==> config.mk <==
export PLATFORM = sky130hd
export DESIGN_NAME = instruction_loader
export DESIGN_NICKNAME = d
export VERILOG_FILES = /design/src/rtl/instruction_loader.sv
export SDC_FILE = /design/constraint.sdc
export NUM_CORES = 1
export LEC_CHECK = 0
export CORE_MARGIN = 5
export CORE_UTILIZATION = 45
export CTS_CLUSTER_SIZE = 10
export DETAILED_ROUTE_END_ITERATION = 10
export GPL_ROUTABILITY_DRIVEN = 0
export PLACE_DENSITY = 0.74
export SLEW_MARGIN = 0
export SYNTH_ARGS = -nofsm -noshare
export SYNTH_HDL_FRONTEND = slang
export SYNTH_SLANG_ARGS = --single-unit
==> constraint.sdc <==
create_clock -name i_clock -period 3 [get_ports i_clock]
set_clock_uncertainty 0.1 [all_clocks]
set_input_delay 0.6 -clock i_clock [delete_from_list [all_inputs] [get_ports i_clock]]
set_output_delay 0.6 -clock i_clock [all_outputs]
set_load 0.03 [all_outputs]
==> src/rtl/instruction_loader.sv <==
// Assembles big-endian bytes into words and writes them to instruction memory; write strobe one cycle after the 4th byte, no backpressure.
// Optional trailing XOR checksum byte with error flag under macro LOADER_CHECKSUM_EN.
module instruction_loader #(
    parameter int                 NB_DATA   = 32,
    parameter int                 NB_BYTE   = 8,
    parameter int                 NB_ADDR   = 8,
    parameter logic [NB_DATA-1:0] HALT_WORD = 32'hFFFF_FFFF
) (
    input  logic               i_clock,
    input  logic               i_reset,
    input  logic               i_start,
    input  logic [NB_BYTE-1:0] i_byte,
    input  logic               i_byte_valid,
    output logic               o_wr_enable,
    output logic [NB_ADDR-1:0] o_wr_addr,
    output logic [NB_DATA-1:0] o_wr_data,
    output logic               o_busy,
    output logic               o_load_done,
    output logic               o_error
);

    typedef enum logic [2:0] {
        ST_IDLE,
        ST_RECEIVE,
        ST_WRITE,
        ST_CHECK,
        ST_DONE
    } state_t;

    state_t             r_state;
    state_t             w_next_state;
    logic [NB_DATA-1:0] r_word;
    logic [1:0]         r_byte_cnt;
    logic [NB_ADDR-1:0] r_addr;
    logic               w_last;
    logic               w_accept;
    logic               w_start;

    // The current word ends the program if it is the halt word or fills the last address.
    assign w_last   = (r_word == HALT_WORD) || (r_addr == {NB_ADDR{1'b1}});
    assign w_start  = i_start && ((r_state == ST_IDLE) || (r_state == ST_DONE));
    assign w_accept = i_byte_valid &&
                      ((r_state == ST_RECEIVE) || ((r_state == ST_WRITE) && !w_last));

    always_comb begin
        w_next_state = r_state;
        case (r_state)
            ST_IDLE:    if (i_start) w_next_state = ST_RECEIVE;
            ST_RECEIVE: if (i_byte_valid && (r_byte_cnt == 2'd3)) w_next_state = ST_WRITE;
            ST_WRITE:   w_next_state = w_last ? ST_CHECK : ST_RECEIVE;
`ifdef LOADER_CHECKSUM_EN
            ST_CHECK:   if (i_byte_valid) w_next_state = ST_DONE;
`else
            ST_CHECK:   w_next_state = ST_DONE;
`endif
            ST_DONE:    if (i_start) w_next_state = ST_RECEIVE;
            default:    w_next_state = ST_IDLE;
        endcase
    end

    always_ff @(posedge i_clock) begin
        if (i_reset) begin
            r_state    <= ST_IDLE;
            r_word     <= '0;
            r_byte_cnt <= '0;
            r_addr     <= '0;
        end else begin
            r_state <= w_next_state;
            if (w_start) begin
                r_word     <= '0;
                r_byte_cnt <= '0;
                r_addr     <= '0;
            end else begin
                if (w_accept) begin
                    r_word     <= {r_word[NB_DATA-NB_BYTE-1:0], i_byte};
                    r_byte_cnt <= r_byte_cnt + 2'd1;
                end
                if ((r_state == ST_WRITE) && !w_last)
                    r_addr <= r_addr + NB_ADDR'(1);
            end
        end
    end

`ifdef LOADER_CHECKSUM_EN
    logic [NB_BYTE-1:0] r_csum;
    logic               r_error;

    always_ff @(posedge i_clock) begin
        if (i_reset) begin
            r_csum  <= '0;
            r_error <= 1'b0;
        end else if (w_start) begin
            r_csum  <= '0;
            r_error <= 1'b0;
        end else begin
            if (w_accept)
                r_csum <= r_csum ^ i_byte;
            if ((r_state == ST_CHECK) && i_byte_valid)
                r_error <= (i_byte != r_csum);
        end
    end

    assign o_error = r_error;
`else
    assign o_error = 1'b0;
`endif

    assign o_wr_enable = (r_state == ST_WRITE);
    assign o_wr_addr   = r_addr;
    assign o_wr_data   = (r_state == ST_WRITE) ? r_word : '0;
    assign o_busy      = (r_state == ST_RECEIVE) || (r_state == ST_WRITE) || (r_state == ST_CHECK);
    assign o_load_done = (r_state == ST_DONE);

endmodule

# Yosys cells after proc, flatten, opt, wreduce, memory -nomap -nowiden
# Cells that the tools add are included.
[word_totals]
ff_bits = 45
in_bits = 12
wordCells = 34
out_inout_bits = 44
[classes]
n_addsub = 2
n_mux = 5
n_reduce_logical = 14
n_eq_ne = 9
[ops]
columns = ["operator", "count"]
rows = [
  ["$eq 32x32->1 const B", 1],
  ["$mux 32", 1],
  ["$pmux 3 s4", 1],
  ["$add 8x1->8 const B", 1],
  ["$eq 8x8->1 const B", 1],
  ["$eq 3x2->1 const B", 2],
  ["$mux 3", 2],
  ["$logic_or 1x1->1", 5],
  ["$logic_and 1x1->1", 4],
  ["$reduce_or 2->1", 2],
  ["$eq 3x1->1 const B", 1],
  ["$eq 3x3->1 const B", 1],
  ["$logic_not 3->1", 1],
  ["$add 2x1->2 const B", 1],
  ["$eq 2x2->1 const B", 1],
  ["$mux 2", 1],
  ["$ne 2x1->1 const B", 1],
  ["$ne 2x2->1 const B", 1],
  ["$reduce_and 2->1", 1],
  ["$logic_not 1->1", 1],
]

# Depth between registers and ports, before layout
# Gate-level depths: netlist of the first run.
[depth]
ltp_word = 6
mapped_depth = 7
depth_no_buf = 6

# Least setup slack after synthesis of the first run
# No wires, ideal clock.
[synth_timing]
kind = "reg2out"
start = "register r_state[1]"
end = "output port o_wr_data[22]"
slack_ns = 0.990
path_buffers = 1
t_arrival_ns = 1.310
stages_incl_launch_ff = 4
required_ns = 2.300
path_cell_list = "dfxtp_1 nor3b_4 buf_2 and2_1"
[synth_between]
elab_chain_cells = 2
[synth_lines]
columns = ["element", "line", "rtl"]
rows = [
  ["from (decl)", "30", "state_t r_state;"],
  ["from (signal assigned)", "68", "r_state <= w_next_state;"],
  ["$eq 3x2->1", "-", ""],
  ["net o_wr_enable", "14", "output logic o_wr_enable,"],
  ["$mux 32", "110", "assign o_wr_data = (r_state == ST_WRITE) ? r_word : '0;"],
  ["to (decl)", "16", "output logic [NB_DATA-1:0] o_wr_data,"],
]
# The timed path passes the listed nets, and every way through them passes these cells.

# Worst setup path in the final report of the first run
[layout_timing]
start = "register r_state[1]"
end = "output port o_wr_data[23]"
[layout_between]
elab_chain_cells = 2
[layout_lines]
columns = ["element", "line"]
rows = [
  ["$eq 3x2->1", "110"],
  ["$mux 32", "110"],
]
# Every way passes these cells.

==> results of run 1 <==
==> metal layers <==
| metal | track usage [%] | up-vias |
|---|---|---|
| li1 | - | 933 |
| met1 | 20.5 | 848 |
| met5 | 0 | - |
| met4 | 4.56 | 0 |
| met3 | 5.38 | 7 |
| met2 | 25.1 | 44 |
==> final cells by class <==
type | instances | share of cell area, %
inverter | 1 | 0.132
clock buffer | 7 | 3.38
tap | 67 | 2.94
multi-input combinational | 183 | 42.3
timing repair buffer | 56 | 19.5
sequential | 45 | 31.6
clock inverter | 1 | 0.176
==> power groups by stage <==
stage / Sequential (mW) / Combinational (mW) / Clock [mW]
after floorplan: 0.619 / 0.0618 / 0
after global placement: 0.620 / 0.0802 / 0
after detailed placement: 0.620 / 0.0803 / 0
after CTS: 0.606 / 0.0804 / 0.423
after global routing: 0.607 / 0.0859 / 0.448
final: 0.606 / 0.0798 / 0.414
==> how the worst min path moves through the flow <==
stage | from | endpoint | slack (ns) | cells past startpoint
after floorplan | r_byte_cnt[1]$_SDFFE_PP0P_ | r_byte_cnt[1]$_SDFFE_PP0P_ | 0.34 | 2
after global placement | r_byte_cnt[1]$_SDFFE_PP0P_ | r_byte_cnt[1]$_SDFFE_PP0P_ | 0.35 | 2
after detailed placement | r_byte_cnt[1]$_SDFFE_PP0P_ | r_byte_cnt[1]$_SDFFE_PP0P_ | 0.36 | 2
after CTS | r_byte_cnt[1]$_SDFFE_PP0P_ | r_byte_cnt[1]$_SDFFE_PP0P_ | 0.37 | 2
after global routing | r_word[24]$_SDFFE_PP0P_ | r_word[24]$_SDFFE_PP0P_ | 0.39 | 2
final | r_word[30]$_SDFFE_PP0P_ | r_word[30]$_SDFFE_PP0P_ | 0.37 | 2
==> synthesized netlist by cell type <==
| cell type | count | area, µm² |
|---|---|---|
| conb_1 | 1 | 3.75 |
| nor3b_1 | 2 | 15.0 |
| nand2b_1 | 4 | 25.0 |
| o211a_1 | 1 | 10.0 |
| nand4_1 | 10 | 62.6 |
| ha_1 | 2 | 25.0 |
| o21ai_0 | 2 | 10.0 |
| clkbuf_1 | 3 | 11.3 |
| buf_12 | 3 | 60.1 |
| nor3_1 | 1 | 5.00 |
| nor2_1 | 5 | 18.8 |
| nand2_1 | 47 | 176 |
| o21a_1 | 2 | 15.0 |
| nand3_1 | 5 | 25.0 |
| o31ai_1 | 3 | 22.5 |
| mux2i_1 | 37 | 370 |
| and2_1 | 35 | 219 |
| a211oi_1 | 1 | 7.51 |
| buf_2 | 5 | 25.0 |
| nand2_4 | 1 | 11.3 |
| or3_1 | 1 | 6.26 |
| nand3b_1 | 1 | 7.51 |
| dfxtp_1 | 45 | 901 |
| nor4_1 | 3 | 18.8 |
| buf_6 | 1 | 11.3 |
| a21oi_1 | 10 | 50.1 |
| o21ai_2 | 1 | 8.76 |
| a21o_1 | 2 | 15.0 |
| or4_1 | 4 | 30.0 |
| buf_4 | 2 | 15.0 |
| a21bo_4 | 1 | 16.3 |
| inv_1 | 1 | 3.75 |
| nor3b_4 | 1 | 18.8 |
==> cell families (layout without fill, tap and decap cells) <==
family          after synthesis  in the layout  share of synthesized area, %
simple gates                120            120                          28.8
other cells                   1              1                         0.169
flops                        45             45                          40.6
compound gates               23             23                          6.99
mux                          37             37                          16.7
buf+inv                      15             65                          5.69
fa+ha+maj                     2              2                          1.13
==> worst register-to-register path, stage by stage (launching register included) <==
cell and delay (ns):
dfxtp_1 0.42, nor3b_4 0.21, buf_4 0.31, o211a_1 0.21
a21bo_4 0.24, nand2_4 0.42, mux2i_1 0.26
==> sequential cells by signal, summed over array words and instances (netlist names) <==
name,cells
r_byte_cnt,2
r_state,3
o_wr_addr,8
r_word,32
==> impl_metrics.tcl, run 1 <==
set metrics [dict create \
    maxSlewViolCount 0 \
    critPathMaxFanout 36 \
    drive_gt1_share_pct 5.12 \
    setup_ws_ns 0.206 \
    post_cts_resized 0 \
    clkPwrFrac_pct 37.7 \
    wirelength_um 4880 \
    power.switching_mw 0.256 \
    timing.fmax_mhz 358 \
    initial_core_util_pct 46.7 \
    yosysSeqAreaShare_pct 40.6 \
    vias 1832 \
    die_h_um 80.3 \
    ant_nets 0 \
    ys_ff_latch 45 \
    fp.dieArea_um2 6440 \
    ys_warn_count 0 \
    portBuffers 54 \
    drc 0 \
    diodes 0 \
    final_core_util_pct 59.9 \
    hp-class "reg -> reg" \
    reg2regPathDepth 6 \
    synth_nets 257 \
    p_seq_share_pct 55.1 \
    setup_violations 0 \
    path_buf_inv 2 \
    cp-endpoint "o_wr_data[23]" \
    worstPathRequired_ns 2.30 \
    synthCells 243 \
    rows 25 \
    post-dp-hpwl_um 3390 \
    vias_per_cell 5.09 \
    routed-wl-met2_um 2280 \
    met1Wirelength_um 2250 \
    clockBufferDepth 2 \
    leakage_nw 0.976 \
    slew_headroom_pct 63.3 \
    path_cells "nor3b_4, buf_4, and2_1, clkdlybuf4s50_1" \
    cts.sinks 45 \
    max_stage_delay_ns 0.69 \
    r2r_start "r_state[1]$_SDFFE_PP0P_" \
    dp_slack_ns 0.520 \
    cp.arrival_ns 2.09 \
    placed_area_um2 2750 \
    cpMaxStageDelayCell "clkdlybuf4s50_1" \
    status "completed" \
    overflow 0 \
    fillCellCount 468 \
    fp.dieW_um 80.3 \
    powerDensity_nw_per_um2 386 \
    worstSetupPathType "reg -> out" \
    ff2ff_setup_slack_ns 0.77 \
    critPathLaunch "r_state[1]$_SDFFE_PP0P_" \
    syn-cell-area_um2 2220 \
    final_nets 306 \
    path_delay_family "buffers and inverters" \
    fin_area_um2 2850 \
    finalHoldViolCount 0 \
    drv_cap 0 \
    rr_endpoint "r_word[25]$_SDFFE_PP0P_" \
    drtIter0Drc 55 \
    ios 56 \
    track_usage_pct 15.9 \
    antenna_found_initial 0 \
    post-route-period-util_pct 93.1 \
    crit_path_end_kind "output port" \
    insertion_delay_ns 0.30 \
    first_pass_iters 4 \
    ir_worst_vdd_mv 0.250 \
    register_area_um2 901 \
    synth_cell_types 33 \
    cts_buffers 5 \
    htree_levels 2 \
    clock_tree.root_cell "clkbuf_8" \
    swShare_pct 23.3 \
    clkTransAtPathRegs_ns 0.08 \
    ctsHoldBuffers 0 \
    layout_common_cells "clkdlybuf4s50_1 (54), nand2_1 (47), dfxtp_1 (45)" \
    rsz0062_at_grt "no" \
    grt_max_degree 50 \
    multi_input_area_um2 1200 \
    cp.depth 4 \
    final_common_cell "clkdlybuf4s50_1" \
    wire_per_inst_um 13.5 \
    min_period_ns 2.79 \
    power_frac_comb_pct 7.3 \
    holdWs_ns 0.371 \
    synth.avg_cell_area_um2 9.14 \
    tritoncts "yes" \
    core_um2 4750 \
    finalSetupTns_ns 0 \
    internal_power_mw 0.844 \
    worst_pin_slew_ns 0.549 \
    grt_pass1_wl_um 8090 \
    p_total_mw 1.10 \
    post_cts_buffers 0 \
    area_delta_synth_final_pct 28.3 \
    startpoint_type "register" \
    post-place-cells 352 \
    route.met3.wl_um 295 \
    grt_pass1_vias 1726 \
    top_layer "met4" \
    instances_no_fill 360 \
]
No activity file was read; power rests on OpenSTA's default activity.
==> run 2: changes to the inputs <==
ABC_CLOCK_PERIOD_IN_PS = 3000   (was not set)
CORE_UTILIZATION = 52   (was 45)
PLACE_DENSITY = 0.84   (was 0.74)
==> run 2 against run 1 <==
Flip-flop and latch count unchanged. Final area down 0.75%. Non-clock buffer count unchanged. Die area down 12%. Core utilization up 9.8 points. Routed wire length up 2.9%. Clock power about the same. Setup slack worse by 0.0076 ns.
==> impl_metrics.tcl, run 2 (synthesis results as in run 1) <==
set metrics [dict create \
    status "completed" \
    startpoint_type "register" \
    worstSetupPathType "reg -> out" \
    wirelength_um 5020 \
    setup_violations 0 \
    track_usage_pct 19.0 \
    post-dp-hpwl_um 3510 \
    clockBufferDepth 2 \
    post_cts_resized 0 \
    leakage_nw 0.976 \
    wire_per_inst_um 14.6 \
    overflow 0 \
    antenna_found_initial 0 \
    diodes 0 \
    setup_ws_ns 0.198 \
    grt_max_degree 50 \
    post-place-cells 335 \
    ctsHoldBuffers 0 \
    first_pass_iters 4 \
    fp.dieArea_um2 5680 \
    final_nets 306 \
    path_cells "nor3b_4, buf_4, and2_1, clkdlybuf4s50_1" \
    path_delay_family "buffers and inverters" \
    layout_common_cells "clkdlybuf4s50_1 (54), nand2_1 (47), dfxtp_1 (45)" \
    drtIter0Drc 92 \
    post_cts_buffers 0 \
    rows 23 \
    slew_headroom_pct 61.5 \
    largest-register "r_word" \
    cts.sinks 45 \
    drv_cap 0 \
    worstPathRequired_ns 2.30 \
    die_h_um 75.4 \
    vias 1883 \
    post-route-period-util_pct 93.4 \
    htree_levels 2 \
    core_um2 4060 \
    clkTransAtPathRegs_ns 0.08 \
    cp.arrival_ns 2.10 \
    final_common_cell "clkdlybuf4s50_1" \
    tritoncts "yes" \
    drc 0 \
    fillCellCount 342 \
    reg2regPathDepth 6 \
    rsz0062_at_grt "no" \
    ios 56 \
    register_area_um2 901 \
    min_period_ns 2.80 \
    multi_input_area_um2 1200 \
    holdWs_ns 0.371 \
    placed_area_um2 2730 \
    vias_per_cell 5.49 \
    ir_worst_vdd_mv 0.296 \
    drive_gt1_share_pct 5.12 \
    dp_slack_ns 0.533 \
    clock_tree.root_cell "clkbuf_8" \
    path_buf_inv 2 \
    cts_buffers 5 \
    timing.fmax_mhz 357 \
    final_core_util_pct 69.7 \
    fp.dieW_um 75.4 \
    finalSetupTns_ns 0 \
    area_delta_synth_final_pct 27.4 \
    cp.depth 4 \
    portBuffers 54 \
    insertion_delay_ns 0.31 \
    cpMaxStageDelayCell "clkdlybuf4s50_1" \
    grt_pass1_wl_um 8310 \
    fin_area_um2 2830 \
    initial_core_util_pct 54.7 \
    hp-class "reg -> reg" \
    largest_reg_flops 32 \
    critPathMaxFanout 36 \
    crit_path_end_kind "output port" \
    ant_nets 0 \
    grt_pass1_vias 1810 \
    worst_pin_slew_ns 0.572 \
    maxSlewViolCount 0 \
    instances_no_fill 343 \
    powerDensity_nw_per_um2 388 \
    max_stage_delay_ns 0.68 \
    p_total_mw 1.10 \
    finalHoldViolCount 0 \
    holdPathStages 2 \
]
run 2: cell counts in the layout (fill, tap and decap cells not counted):
No cell type changed its count.
run 2: final timing paths:
kind | endpoint | startpoint | slack [ns]
worst max register to register | r_word[17]$_SDFFE_PP0P_ | r_state[1]$_SDFFE_PP0P_ | 0.75
worst min-delay path | r_byte_cnt[1]$_SDFFE_PP0P_ | r_byte_cnt[1]$_SDFFE_PP0P_ | 0.37
worst min register to register | r_byte_cnt[1]$_SDFFE_PP0P_ | r_byte_cnt[1]$_SDFFE_PP0P_ | 0.37
worst max-delay path | o_wr_data[17] | r_state[1]$_SDFFE_PP0P_ | 0.20
run 2: area by class of cell:
cell class / instances / area share, %
multi-input combinational: 183 / 42.6
sequential: 45 / 31.8
timing repair buffer: 56 / 19.6
clock buffer: 7 / 3.41
tap: 50 / 2.21
clock inverter: 1 / 0.177
inverter: 1 / 0.133
run 2: where the power goes:
group,internal (mW),switching (mW),total [mW]
sequential,0.601,0.00498,0.606
combinational,0.0346,0.0452,0.0798
clock,0.208,0.204,0.412
run 2: routing by layer:
metal	global-route usage, %	share of wire, %	wire [µm]	up-vias
li1	-	-	-	945
met1	24.3	45	2280	889
met2	30.8	48	2390	43
met3	5.94	5.8	290	6
met4	5.83	1.2	61	0
met5	0	0	0	-
run 2: worst register-to-register path: stages, from the launching register on:
cell     delay (ns)
dfxtp_1        0.41
nor3b_4        0.21
buf_4          0.30
o211a_1        0.22
a21bo_4        0.24
nand2_4        0.42
mux2i_1        0.27
==> run 3: changes to the inputs <==
CAP_MARGIN = 15   (was not set)
GPL_TIMING_DRIVEN = 1   (was not set)
REMOVE_ABC_BUFFERS = 1   (was not set)
==> run 3 against run 2 <==
Critical path depth is the same. First-iteration DRC count up 5.4%. Non-clock buffer count unchanged. Fmax is 2.0% higher. Via count is 3.2% lower. Core utilization is 0.062 points higher. Combinational power down 0.8%. Highest routed layer unchanged. Sequential power is essentially flat. Critical path type unchanged. Worst hold slack better by 0.0062 ns. Power grew 2.5%. Flip-flop and latch count stayed put.
==> impl_metrics.tcl, run 3 (synthesis results as in run 1) <==
set metrics [dict create \
    cts.sinks 45 \
    slew_headroom_pct 63.0 \
    crit_path_end_kind "output port" \
    post_cts_buffers 0 \
    layout_common_cells "clkdlybuf4s50_1 (54), nand2_1 (47), dfxtp_1 (45)" \
    rr_endpoint "r_word[2]$_SDFFE_PP0P_" \
    portBuffers 54 \
    path_delay_family "buffers and inverters" \
    initial_core_util_pct 54.7 \
    powerDensity_nw_per_um2 397 \
    ant_nets 0 \
    drtIter0Drc 97 \
    timing.fmax_mhz 364 \
    placed_area_um2 2730 \
    rows 23 \
    register_area_um2 901 \
    ios 56 \
    p_seq_share_pct 53.9 \
    insertion_delay_ns 0.29 \
    overflow 0 \
    post_cts_resized 0 \
    fp.dieW_um 75.4 \
    clkPwrFrac_pct 39.1 \
    ff2ff_setup_slack_ns 0.78 \
    finalSetupTns_ns 0 \
    leakage_nw 0.976 \
    hp-class "reg -> reg" \
    status "completed" \
    drv_cap 0 \
    swShare_pct 22.0 \
    track_usage_pct 17.4 \
    rsz0062_at_grt "no" \
    tritoncts "yes" \
    diodes 0 \
    worst_pin_slew_ns 0.555 \
    ir_worst_vdd_mv 0.276 \
    setup_violations 0 \
    fin_area_um2 2830 \
    die_h_um 75.4 \
    internal_power_mw 0.878 \
    fillCellCount 327 \
    fp.dieArea_um2 5680 \
    cp-endpoint "o_wr_data[27]" \
    cts_buffers 5 \
    critPathLaunch "r_state[1]$_SDFFE_PP0P_" \
    ctsHoldBuffers 0 \
    worstPathRequired_ns 2.30 \
    clockBufferDepth 2 \
    vias 1822 \
    power_frac_comb_pct 7.0 \
    post-route-period-util_pct 91.5 \
    final_common_cell "clkdlybuf4s50_1" \
    instances_no_fill 342 \
    worstSetupPathType "reg -> out" \
    holdWs_ns 0.377 \
    cp.depth 4 \
    critPathMaxFanout 36 \
    power.switching_mw 0.247 \
    startpoint_type "register" \
    reg2regPathDepth 6 \
    area_delta_synth_final_pct 27.5 \
    wire_per_inst_um 13.9 \
    min_period_ns 2.75 \
    cp.arrival_ns 2.05 \
    final_nets 306 \
    largest_reg_flops 32 \
    r2r_start "r_state[1]$_SDFFE_PP0P_" \
    grt_pass1_wl_um 7720 \
    core_um2 4060 \
    vias_per_cell 5.33 \
    antenna_found_initial 0 \
    htree_levels 2 \
    maxSlewViolCount 0 \
    clkTransAtPathRegs_ns 0.08 \
    multi_input_area_um2 1200 \
    drc 0 \
    grt_pass1_vias 1712 \
    largest-register "r_word" \
    drive_gt1_share_pct 4.79 \
    clock_tree.root_cell "clkbuf_8" \
    post-dp-hpwl_um 3390 \
    cpMaxStageDelayCell "clkdlybuf4s50_1" \
    first_pass_iters 4 \
    finalHoldViolCount 0 \
    grt_max_degree 50 \
    path_buf_inv 2 \
    max_stage_delay_ns 0.67 \
    wirelength_um 4740 \
    path_cells "nor3b_4, buf_4, and2_1, clkdlybuf4s50_1" \
    post-place-cells 335 \
]
run 3: final cells by class:
type,count,area share [%]
inverters,1,0.133
well taps,50,2.21
repair buffers,56,19.6
clock buffers,5,2.43
clock inverters,2,1.24
multi-input cells,183,42.6
flip-flops and latches,45,31.8
run 3: worst min path at each step:
stage	slack [ns]	endpoint	cells after the start	start
2_1_floorplan	0.34	r_byte_cnt[1]$_SDFFE_PP0P_	2	r_byte_cnt[1]$_SDFFE_PP0P_
3_3_place_gp	0.35	r_byte_cnt[1]$_SDFFE_PP0P_	2	r_byte_cnt[1]$_SDFFE_PP0P_
3_5_place_dp	0.37	r_word[24]$_SDFFE_PP0P_	2	r_word[24]$_SDFFE_PP0P_
4_1_cts	0.38	r_word[26]$_SDFFE_PP0P_	2	r_word[26]$_SDFFE_PP0P_
5_1_grt	0.40	r_word[31]$_SDFFE_PP0P_	2	r_word[31]$_SDFFE_PP0P_
6_report	0.38	r_word[26]$_SDFFE_PP0P_	2	r_word[26]$_SDFFE_PP0P_
run 3: stage by stage:
stage,util [%],setup WS [ns],total power [mW]
2_1_floorplan,-,0.116,0.668
3_3_place_gp,67.2,0.588,0.699
3_5_place_dp,67.2,0.556,0.700
4_1_cts,69.8,0.243,1.13
5_1_grt,69.8,0.0785,1.16
6_report,69.8,0.254,1.13
run 3: per-layer routing:
metal	global-route usage (%)	wire [µm]	vias to the layer above
li1	-	-	937
met1	22.6	2250	819
met2	29.5	2120	57
met3	3.43	325	9
met4	4.66	53	0
met5	0	0	-
run 3: worst register-to-register path: cells and delay by family (launching register included):
| family | cells | cell delay [ns] |
|---|---|---|
| flip-flops | 1 | 0.41 |
| multiplexers | 1 | 0.28 |
| buffers and inverters | 1 | 0.30 |
| AND/OR/NAND/NOR | 2 | 0.63 |
| AO/OA/AOI/OAI | 2 | 0.44 |
run 3: power by group through the flow:
stage / Clock, mW / Combinational (mW) / Sequential, mW
6_report: 0.440 / 0.0792 / 0.606
5_1_grt: 0.471 / 0.0859 / 0.607
4_1_cts: 0.447 / 0.0797 / 0.606
3_5_place_dp: 0 / 0.0792 / 0.620
3_3_place_gp: 0 / 0.0789 / 0.620
2_1_floorplan: 0 / 0.0487 / 0.619
